**src/rtl/adc_pipe_encoder_param_if.sv**
```systemverilog
// Sample-side and result-side signals of the pipelined ADC encoder.
// master drives the stage codes, slave is the encoder itself.
interface adc_pipe_encoder_param_if #(
    parameter int NUM_STAGES = 2,
    parameter int FLASH_BITS = 1,
    parameter int ERR_CNT_W  = 8
);
    localparam int N = NUM_STAGES + FLASH_BITS;

    logic                    en_i;
    logic                    valid_i;
    logic [3*NUM_STAGES-1:0] d_stage_i;
    logic [FLASH_BITS-1:0]   d_flash_i;
    logic                    clr_err_i;
    logic [N-1:0]            d_o;
    logic                    valid_o;
    logic                    err_o;
    logic [ERR_CNT_W-1:0]    err_cnt_o;

    modport master (
        output en_i, valid_i, d_stage_i, d_flash_i, clr_err_i,
        input  d_o, valid_o, err_o, err_cnt_o
    );

    modport slave (
        input  en_i, valid_i, d_stage_i, d_flash_i, clr_err_i,
        output d_o, valid_o, err_o, err_cnt_o
    );
endinterface

```
**src/rtl/adc_pipe_encoder_param.sv**
```systemverilog
// Pipelined ADC digital back end: aligns 1.5-bit stage codes with the flash
// code, applies redundant-sign correction and counts illegal-code samples.
module adc_pipe_encoder_param #(
    parameter int NUM_STAGES = 2,
    parameter int FLASH_BITS = 1,
    parameter int ERR_CNT_W  = 8
) (
    input  logic                     clk_i,
    input  logic                     reset_i,
    adc_pipe_encoder_param_if.slave  bus
);
    localparam int N  = NUM_STAGES + FLASH_BITS;
    localparam int NW = N + 1;

    // {illegal, value[1:0]}; illegal codes fall back to midscale
    function automatic logic [2:0] dec(input logic [2:0] code);
        case (code)
            3'b001:  dec = 3'b000;
            3'b010:  dec = 3'b001;
            3'b100:  dec = 3'b010;
            default: dec = 3'b101;
        endcase
    endfunction

    logic [NUM_STAGES-1:0][2:0] aligned;
    logic [NUM_STAGES-1:0][2:0] dcd;
    logic [NUM_STAGES:1]        vld_pipe;
    logic [NW-1:0]              sum;
    logic [N-1:0]               d_next;
    logic                       err_next;
    logic                       out_vld;

    // stage s is sampled s cycles after valid_i, so NUM_STAGES-s taps line it up with the flash
    for (genvar s = 0; s < NUM_STAGES; s++) begin : g_stage
        localparam int DEPTH = NUM_STAGES - s;
        logic [DEPTH-1:0][2:0] line;

        always_ff @(posedge clk_i) begin
            if (!reset_i) begin
                line <= '0;
            end else if (bus.en_i) begin
                line[0] <= bus.d_stage_i[3*s +: 3];
                for (int k = 1; k < DEPTH; k++) line[k] <= line[k-1];
            end
        end

        assign aligned[s] = line[DEPTH-1];
        assign dcd[s]     = dec(aligned[s]);
    end

    always_comb begin
        sum      = NW'(bus.d_flash_i);
        err_next = 1'b0;
        for (int s = 0; s < NUM_STAGES; s++) begin
            sum      = sum + (NW'(dcd[s][1:0]) << (N - 2 - s));
            err_next = err_next | dcd[s][2];
        end
    end

    // the sum cannot exceed 2^N-1; the clamp only guards against a bad parameter set
    assign d_next  = sum[N] ? '1 : sum[N-1:0];
    assign out_vld = vld_pipe[NUM_STAGES];

    always_ff @(posedge clk_i) begin
        if (!reset_i) begin
            vld_pipe    <= '0;
            bus.d_o     <= '0;
            bus.valid_o <= 1'b0;
            bus.err_o   <= 1'b0;
        end else if (bus.en_i) begin
            vld_pipe[1] <= bus.valid_i;
            for (int k = 2; k <= NUM_STAGES; k++) vld_pipe[k] <= vld_pipe[k-1];
            bus.valid_o <= out_vld;
            if (out_vld) begin
                bus.d_o   <= d_next;
                bus.err_o <= err_next;
            end
        end else begin
            bus.valid_o <= 1'b0;
        end
    end

    // clear beats a simultaneous increment; count sticks at all-ones
    always_ff @(posedge clk_i) begin
        if (!reset_i) begin
            bus.err_cnt_o <= '0;
        end else if (bus.clr_err_i) begin
            bus.err_cnt_o <= '0;
        end else if (bus.en_i && out_vld && err_next && !(&bus.err_cnt_o)) begin
            bus.err_cnt_o <= bus.err_cnt_o + ERR_CNT_W'(1);
        end
    end
endmodule

```
**src/flat_wrapper.sv**
```systemverilog
// flat-port wrapper written by rule: the top's interface ports become plain ports
module adc_pipe_encoder_param_flat 
#(
    parameter int NUM_STAGES = 2,
    parameter int FLASH_BITS = 1,
    parameter int ERR_CNT_W  = 8
)
  (clk_i, reset_i, bus_en_i, bus_valid_i, bus_d_stage_i, bus_d_flash_i, bus_clr_err_i, bus_d_o, bus_valid_o, bus_err_o, bus_err_cnt_o);
  adc_pipe_encoder_param_if #(.NUM_STAGES(NUM_STAGES), .FLASH_BITS(FLASH_BITS), .ERR_CNT_W(ERR_CNT_W)) bus_i ();
  input  logic clk_i;
  input  logic reset_i;
  input wire logic [$bits(bus_i.en_i)-1:0] bus_en_i;
  input wire logic [$bits(bus_i.valid_i)-1:0] bus_valid_i;
  input wire logic [$bits(bus_i.d_stage_i)-1:0] bus_d_stage_i;
  input wire logic [$bits(bus_i.d_flash_i)-1:0] bus_d_flash_i;
  input wire logic [$bits(bus_i.clr_err_i)-1:0] bus_clr_err_i;
  output wire logic [$bits(bus_i.d_o)-1:0] bus_d_o;
  output wire logic [$bits(bus_i.valid_o)-1:0] bus_valid_o;
  output wire logic [$bits(bus_i.err_o)-1:0] bus_err_o;
  output wire logic [$bits(bus_i.err_cnt_o)-1:0] bus_err_cnt_o;
  assign bus_i.en_i = bus_en_i;
  assign bus_i.valid_i = bus_valid_i;
  assign bus_i.d_stage_i = bus_d_stage_i;
  assign bus_i.d_flash_i = bus_d_flash_i;
  assign bus_i.clr_err_i = bus_clr_err_i;
  assign bus_d_o = bus_i.d_o;
  assign bus_valid_o = bus_i.valid_o;
  assign bus_err_o = bus_i.err_o;
  assign bus_err_cnt_o = bus_i.err_cnt_o;
  adc_pipe_encoder_param #(.NUM_STAGES(NUM_STAGES), .FLASH_BITS(FLASH_BITS), .ERR_CNT_W(ERR_CNT_W)) u_core (.clk_i(clk_i), .reset_i(reset_i), .bus(bus_i));
endmodule
```
**config.mk**
```make
export PLATFORM = sky130hd
export DESIGN_NAME = adc_pipe_encoder_param_flat
export DESIGN_NICKNAME = d
export VERILOG_FILES = /design/src/rtl/adc_pipe_encoder_param_if.sv /design/src/rtl/adc_pipe_encoder_param.sv /design/src/flat_wrapper.sv
export SDC_FILE = /design/constraint.sdc
export NUM_CORES = 1
export LEC_CHECK = 0
export ABC_AREA = 1
export CELL_PAD_IN_SITES_DETAIL_PLACEMENT = 1
export CELL_PAD_IN_SITES_GLOBAL_PLACEMENT = 1
export CORE_UTILIZATION = 32
export DETAILED_ROUTE_END_ITERATION = 10
export PLACE_DENSITY_LB_ADDON = 0.1
export SYNTH_ARGS = -nofsm -noshare
export SYNTH_HDL_FRONTEND = slang
export SYNTH_SLANG_ARGS = --single-unit
```
**constraint.sdc**
```tcl
create_clock -name clk_i -period 1.8 [get_ports clk_i]
set_clock_uncertainty 0.05 [all_clocks]
set_input_delay 0.36 -clock clk_i [delete_from_list [all_inputs] [get_ports clk_i]]
set_output_delay 0.36 -clock clk_i [all_outputs]
set_load 0.01 [all_outputs]
```
==> run_results.csv, run 1 <==
group,metric,value,unit
status,status,"finished clean",
synthesis,synthAdderAreaFrac,4.69,%
cells_and_area,drive_above_1_share,18.2,%
worst_setup_path,crit_buf_inv,0,
placed_design,routabilityCongestion,0.745,
synthesis,synthSimpleGateAreaFrac,33.6,%
sta,finalCriticalPeriod,1720,ps
sta,whs,431,ps
cells_and_area,seq_area,487,sq um
cells_and_area,final_cell_mix,"nand2_1, nor2_1, clkdlybuf4s50_1, dfxtp_1, inv_1",
sta,finalCritPeriodShare,95.4,%
drt,dr.pass1.iters,4,
drt,wl_per_cell,11.7,um
clock_network,cts_buffers,3,
drt,drcViolationCount,0,
cells_and_area,area_delta_synth_final,34.4,%
worst_setup_path,crit_required,1950,ps
clock_network,cts_root_buf,"clkbuf_8",
power_and_ir_drop,cellPowerDensity,688,nW/um^2
global_route,gr-usage-met3,2.14,%
sta,tightest_slew,427,ps
global_route,busiest_layer,"met2",
synthesis,muxShareOfSynthArea,0,%
drt,routed_wl,2940,um
drt,vias_per_cell,4.70,
sta,hold_viol,0,
global_route,grt.overflow.total,0,
synthesis,synth_seq_cells,24,
worst_hold_path,min_path_type,"register to register",
global_route,grt_pass1_vias,1250,
synthesis,yosysSeqAreaShare,39.2,%
worst_setup_path,path_class,"register to register",
sta,fmax,582,MHz
sta,final_max_slew_viol_count,0,
synthesis,yosysWarnings,0,
synthesis,synthCells,171,
floorplanning,die-area,4080,sq um
placed_design,post-place-ws,-193,ps
sta,finalSetupViolCount,0,
worst_setup_path,crit_path_start_kind,"register",
global_route,use_met1,20.7,%
cells_and_area,antenna_cells,0,
synthesis,synthesis.area,1230,sq um
worst_setup_path,max_stage_delay,370,ps
global_route,gr-usage-met2,28.7,%
power_and_ir_drop,ir_worst_vdd,0.448,mV
drt,detail-route-antenna-nets,0,
global_route,grt_pass1_wl,5370,um
floorplanning,dieWidth,63.9,um
synthesis,ys_types,24,
floorplanning,pin_count,25,
clock_network,htreeDepth,1,
clock_network,cts_buffer_depth,2,
synthesis,syn_nets,187,
sta,rsz0062_at_grt,"false",
cells_and_area,fin_nets,220,
clock_network,cts.hold.buffers_added,0,
worst_setup_path,crit_family,"adder cells",
floorplanning,initial_core_util,33.5,%
worst_setup_path,r2r_cells,6,
clock_network,clk-insertion-delay-late,270,ps
floorplanning,fp.dieH,63.9,um
drt,route.vias.total,1180,
clock_network,clkSlewWorstSetupHoldPaths,90,ps
floorplanning,core_region_area,3660,sq um
synthesis,synth_top_family_by_area,"simple AND/OR/NAND/NOR gates",
run,cap_violations,0,
clock_network,cts_tree,"built",
sta,worst_slack,82.1,ps
worst_setup_path,crit_chain,"nor3_4 -> a21oi_1 -> ha_2 -> fa_2 -> or2_2 -> a31oi_1",
cells_and_area,multi_input_area,649,sq um
global_route,antenna_found_initial,0,
synthesis,synth_compound_area_share,11.7,%
power_and_ir_drop,p_leak,0.683,nW
worst_setup_path,cp_max_fo,3,
worst_hold_path,min_path_cells,2,
synthesis,synth_xor_area_share,1.43,%
cells_and_area,fillers,475,
sta,slew-limit-headroom,71.5,%
worst_setup_path,crit_slowest_cell,"dfxtp_4",
worst_setup_path,end_kind,"register",
worst_setup_path,worst-path-stages,6,
global_route,grt_max_degree,17,
worst_setup_path,crit_arrival,1870,ps
placed_design,port_buffers,24,
global_route,grt_use_total,16.4,%
clock_network,numClockSinks,24,
floorplanning,rows,22,
drt,first_iter_violations,43,
placed_design,dp_hpwl,2270,um
synthesis,synth_area_per_cell,7.17,sq um
report_power, final:
group          switching [W]  internal [W]  total (W)
clock network       0.000174      0.000195   0.000369
registers          0.0000181      0.000555   0.000573
logic               0.000101     0.0000903   0.000191
worst reg2reg max path, delay by kind of cell, from the launching register on:
| family | cells | cell delay, ps |
|---|---|---|
| fa+ha+maj | 2 | 520 |
| flops | 1 | 370 |
| simple gates | 2 | 490 |
| compound gates | 2 | 230 |
layer usage:
layer / wire [um] / vias up
li1: - / 614
met1: 1450 / 549
met2: 1400 / 15
met3: 72 / 2
met4: 17 / 0
met5: 0 / -
logic make-up after synthesis:
kind of cell / Yosys count
AND/OR/NAND/NOR: 87
AO/OA/AOI/OAI: 28
buffers and inverters: 26
flip-flops: 24
adder cells (fa/ha/maj): 4
XOR/XNOR: 2
cells in the mapped netlist:
| cell type | instances | area share [%] |
|---|---|---|
| nor2_1 | 33 | 10 |
| nand2_1 | 32 | 9.8 |
| dfxtp_1 | 24 | 39 |
| inv_1 | 17 | 5.2 |
| o21ai_0 | 15 | 6.1 |
| a21oi_1 | 10 | 4.1 |
| nand3_2 | 9 | 7.3 |
| nand4_1 | 7 | 3.6 |
| inv_2 | 4 | 1.2 |
| ha_1 | 3 | 3.1 |
| buf_6 | 2 | 1.8 |
| nand2_2 | 2 | 1.0 |
| nor3_1 | 2 | 0.82 |
| a21o_1 | 1 | 0.61 |
| a31oi_1 | 1 | 0.51 |
| buf_2 | 1 | 0.41 |
| clkbuf_1 | 1 | 0.31 |
| clkinv_2 | 1 | 0.41 |
| fa_1 | 1 | 1.6 |
| nand3_1 | 1 | 0.41 |
| o21ai_1 | 1 | 0.41 |
| or2_2 | 1 | 0.51 |
| xnor2_1 | 1 | 0.71 |
| xor2_1 | 1 | 0.71 |
state kept, by name (all words and copies together), names as in the netlist:
| register | count |
|---|---|
| u_core.vld_pipe | 2 |
| u_core.bus.err_o | 1 |
| u_core.bus.d_o | 3 |
| u_core.g_stage.line | 6 |
| u_core.aligned | 3 |
| u_core.bus.valid_o | 1 |
| u_core.bus.err_cnt_o | 8 |
layout make-up:
class,instances,share of cell area (%)
well taps,48,3.64
clock buffers,4,3.34
repair buffers,32,19.0
flip-flops and latches,24,29.5
inverters,22,5.09
multi-input cells,121,39.4
path summary, 6_finish.rpt:
path | start | slack, ps | to
hold reg to reg | u_core.bus.err_o | 430 | u_core.bus.err_o
setup reg to reg | u_core.g_stage[1].line[0] | 80 | u_core.bus.d_o[2]
hold / removal | u_core.bus.err_o | 430 | u_core.bus.err_o
setup / recovery | u_core.g_stage[1].line[0] | 80 | u_core.bus.d_o[2]
through the flow:
stage	std cells	util [%]	cell area (sq um)	total power (W)	setup TNS, ps
final	251	45.0	1650	0.00113	0
after floorplan	171	-	1230	0.000692	0
after CTS	251	44.8	1640	0.00115	0
after global placement	247	43.0	1570	0.000763	-123
after global routing	251	45.0	1650	0.00120	0
after detailed placement	247	43.0	1570	0.000772	-196
timing repair:
item / 4_1_cts / 5_1_grt
setup endpoints to repair: 1 / 1
resized for setup: 6 / 3
setup buffers: 0 / 0
pin swaps: 2 / 2
endpoints found under the hold margin: 0 / 0
(Power assumes the default switching activity.)
==> inputs of run 2 (changes only) <==
--- a/config.mk
+++ b/config.mk
@@ -8,8 +8,9 @@
 export ABC_AREA = 1
 export CELL_PAD_IN_SITES_DETAIL_PLACEMENT = 1
 export CELL_PAD_IN_SITES_GLOBAL_PLACEMENT = 1
-export CORE_UTILIZATION = 32
+export CORE_UTILIZATION = 39
 export DETAILED_ROUTE_END_ITERATION = 10
+export DONT_BUFFER_PORTS = 1
 export PLACE_DENSITY_LB_ADDON = 0.1
 export SYNTH_ARGS = -nofsm -noshare
 export SYNTH_HDL_FRONTEND = slang
==> run 2 against run 1 <==
Against the previous run: the run now ends with design-rule violations left; combinational power decreased by 24%; count of clock-buffer cells in the layout decreased by 1; total power decreased by 1.1%; critical path type unchanged.
==> run_results.csv, run 2 (synthesis gave the netlist of run 1 again) <==
group,metric,value,unit
drt,vias_per_cell,4.96,
cells_and_area,largest_register,"u_core.bus.err_cnt_o",
sta,slew-limit-headroom,71.3,%
drt,detail-route-antenna-nets,0,
clock_network,cts_buffer_depth,2,
cells_and_area,area_delta_synth_final,12.1,%
floorplanning,initial_core_util,42.6,%
worst_setup_path,crit_buf_inv,0,
power_and_ir_drop,p_total,0.00112,W
clock_network,cts_root_buf,"clkbuf_4",
power_and_ir_drop,ir_worst_vdd,0.295,mV
cells_and_area,largest_register_ffs,8,
status,violations,"design-rule violations",
floorplanning,rows,19,
worst_setup_path,r2r_end,"u_core.bus.d_o[1]",
drt,routed_wl,2940,um
worst_setup_path,cp_max_fo,3,
drt,drcViolationCount,1,
cells_and_area,fin_area,1380,sq um
cells_and_area,top_regs,"u_core.bus.err_cnt_o: 8 flops, u_core.g_stage.line: 6 flops",
sta,finalSetupViolCount,0,
worst_setup_path,crit_arrival,1940,ps
placed_design,routabilityCongestion,0.745,
placed_design,placed_area,1270,sq um
placed_design,dp_hpwl,2230,um
worst_setup_path,crit_path_start_kind,"register",
floorplanning,dieWidth,58.1,um
drt,dr.pass1.iters,6,
cells_and_area,utilization,47.8,%
global_route,grt.overflow.total,0,
worst_setup_path,crit_slowest_cell,"fa_2",
sta,tightest_slew,430,ps
drt,wl_per_cell,13.6,um
drt,route.vias.total,1076,
clock_network,cts.hold.buffers_added,0,
placed_design,port_buffers,0,
sta,whs,110,ps
worst_setup_path,end_kind,"register",
global_route,antenna_found_initial,0,
global_route,grt_pass1_wl,5100,um
cells_and_area,fin_nets,192,
cells_and_area,antenna_cells,0,
clock_network,clk-insertion-delay-late,310,ps
worst_setup_path,ff2ff_setup_slack,70,ps
worst_setup_path,max_stage_delay,580,ps
clock_network,cts_buffers,3,
status,status,"finished, violations left",
worst_setup_path,crit_chain,"nor3_4 -> a21oi_2 -> ha_2 -> fa_2 -> nor2_1 -> a21oi_1",
clock_network,cts_tree,"built",
floorplanning,pin_count,25,
worst_setup_path,worst-path-stages,6,
cells_and_area,seq_area,489,sq um
floorplanning,core_region_area,2880,sq um
worst_setup_path,crit_family,"adder cells",
sta,final_max_slew_viol_count,0,
floorplanning,die-area,3370,sq um
sta,rsz0062_at_grt,"false",
worst_setup_path,crit_start,"u_core.g_stage[1].line[0]",
power_and_ir_drop,cellPowerDensity,814,nW/um^2
clock_network,clkSlewWorstSetupHoldPaths,140,ps
cells_and_area,final_cell_mix,"nand2_1, nor2_1, dfxtp_1, inv_1, o21ai_0",
sta,hold_viol,0,
worst_setup_path,reg2reg_from,"u_core.g_stage[1].line[0]",
worst_hold_path,min_path_type,"primary input to register",
global_route,grt_max_degree,17,
worst_setup_path,cp-endpoint,"u_core.bus.d_o[1]",
drt,first_iter_violations,45,
sta,finalCriticalPeriod,1730,ps
power_and_ir_drop,p_leak,0.576,nW
run,cap_violations,0,
global_route,grt_pass1_vias,1174,
clock_network,numClockSinks,24,
cells_and_area,drive_above_1_share,20.0,%
worst_setup_path,crit_required,2000,ps
cells_and_area,fillers,370,
floorplanning,fp.dieH,58.1,um
sta,fmax,577,MHz
worst_setup_path,path_class,"register to register",
global_route,grt_use_total,19.2,%
cells_and_area,multi_input_area,667,sq um
sta,finalCritPeriodShare,96.3,%
clock_network,htreeDepth,1,
worst_setup_path,r2r_cells,6,
-- run 2: routing by layer --
metal	share of wire, %	routed length (um)	track usage (%)	vias to the layer above
met1	46	1340	24.2	500
li1	-	-	-	556
met3	4.3	126	3.79	2
met2	49	1460	34.0	18
met5	0	0	0	-
met4	0.65	19	4.08	0
-- run 2: what timing repair did --
action,4_1_cts,5_1_grt
pin swaps,1,4
buffers inserted,0,1
endpoints found under the setup margin,1,2
resized for setup,5,10
gates cloned,0,0
-- run 2: layout make-up --
class | instances | share of cell area [%]
clock buffers | 3 | 1.64
repair buffers | 4 | 2.18
well taps | 42 | 3.82
inverters | 22 | 6.10
clock inverters | 1 | 2.18
flip-flops and latches | 24 | 35.6
multi-input cells | 121 | 48.5
-- run 2: worst min path at each step --
stage	startpoint	cells after the start	slack (ps)	endpoint
6_report	reset_i	2	110	u_core.g_stage[1].line[0]
3_3_place_gp	u_core.vld_pipe[1]	2	410	u_core.vld_pipe[2]
2_1_floorplan	u_core.vld_pipe[1]	2	400	u_core.vld_pipe[2]
4_1_cts	reset_i	2	100	u_core.g_stage[1].line[2]
3_5_place_dp	u_core.vld_pipe[1]	2	440	u_core.vld_pipe[2]
5_1_grt	reset_i	2	80	u_core.g_stage[1].line[2]
-- run 2: per-stage QoR --
stage          cells  setup TNS (ps)  setup WS [ps]
6_report         217               0           66.9
5_1_grt          217               0           3.81
4_1_cts          216               0           1.82
3_5_place_dp     212           -13.3          -13.3
3_3_place_gp     212               0           75.0
2_1_floorplan    171               0           28.5
-- run 2: power breakdown --
group	total [W]	internal [W]	switching, W
sequential	0.000578	0.000555	0.0000232
clock	0.000396	0.000225	0.000171
combinational	0.000145	0.0000553	0.0000901
total	0.00112	0.000835	0.000285
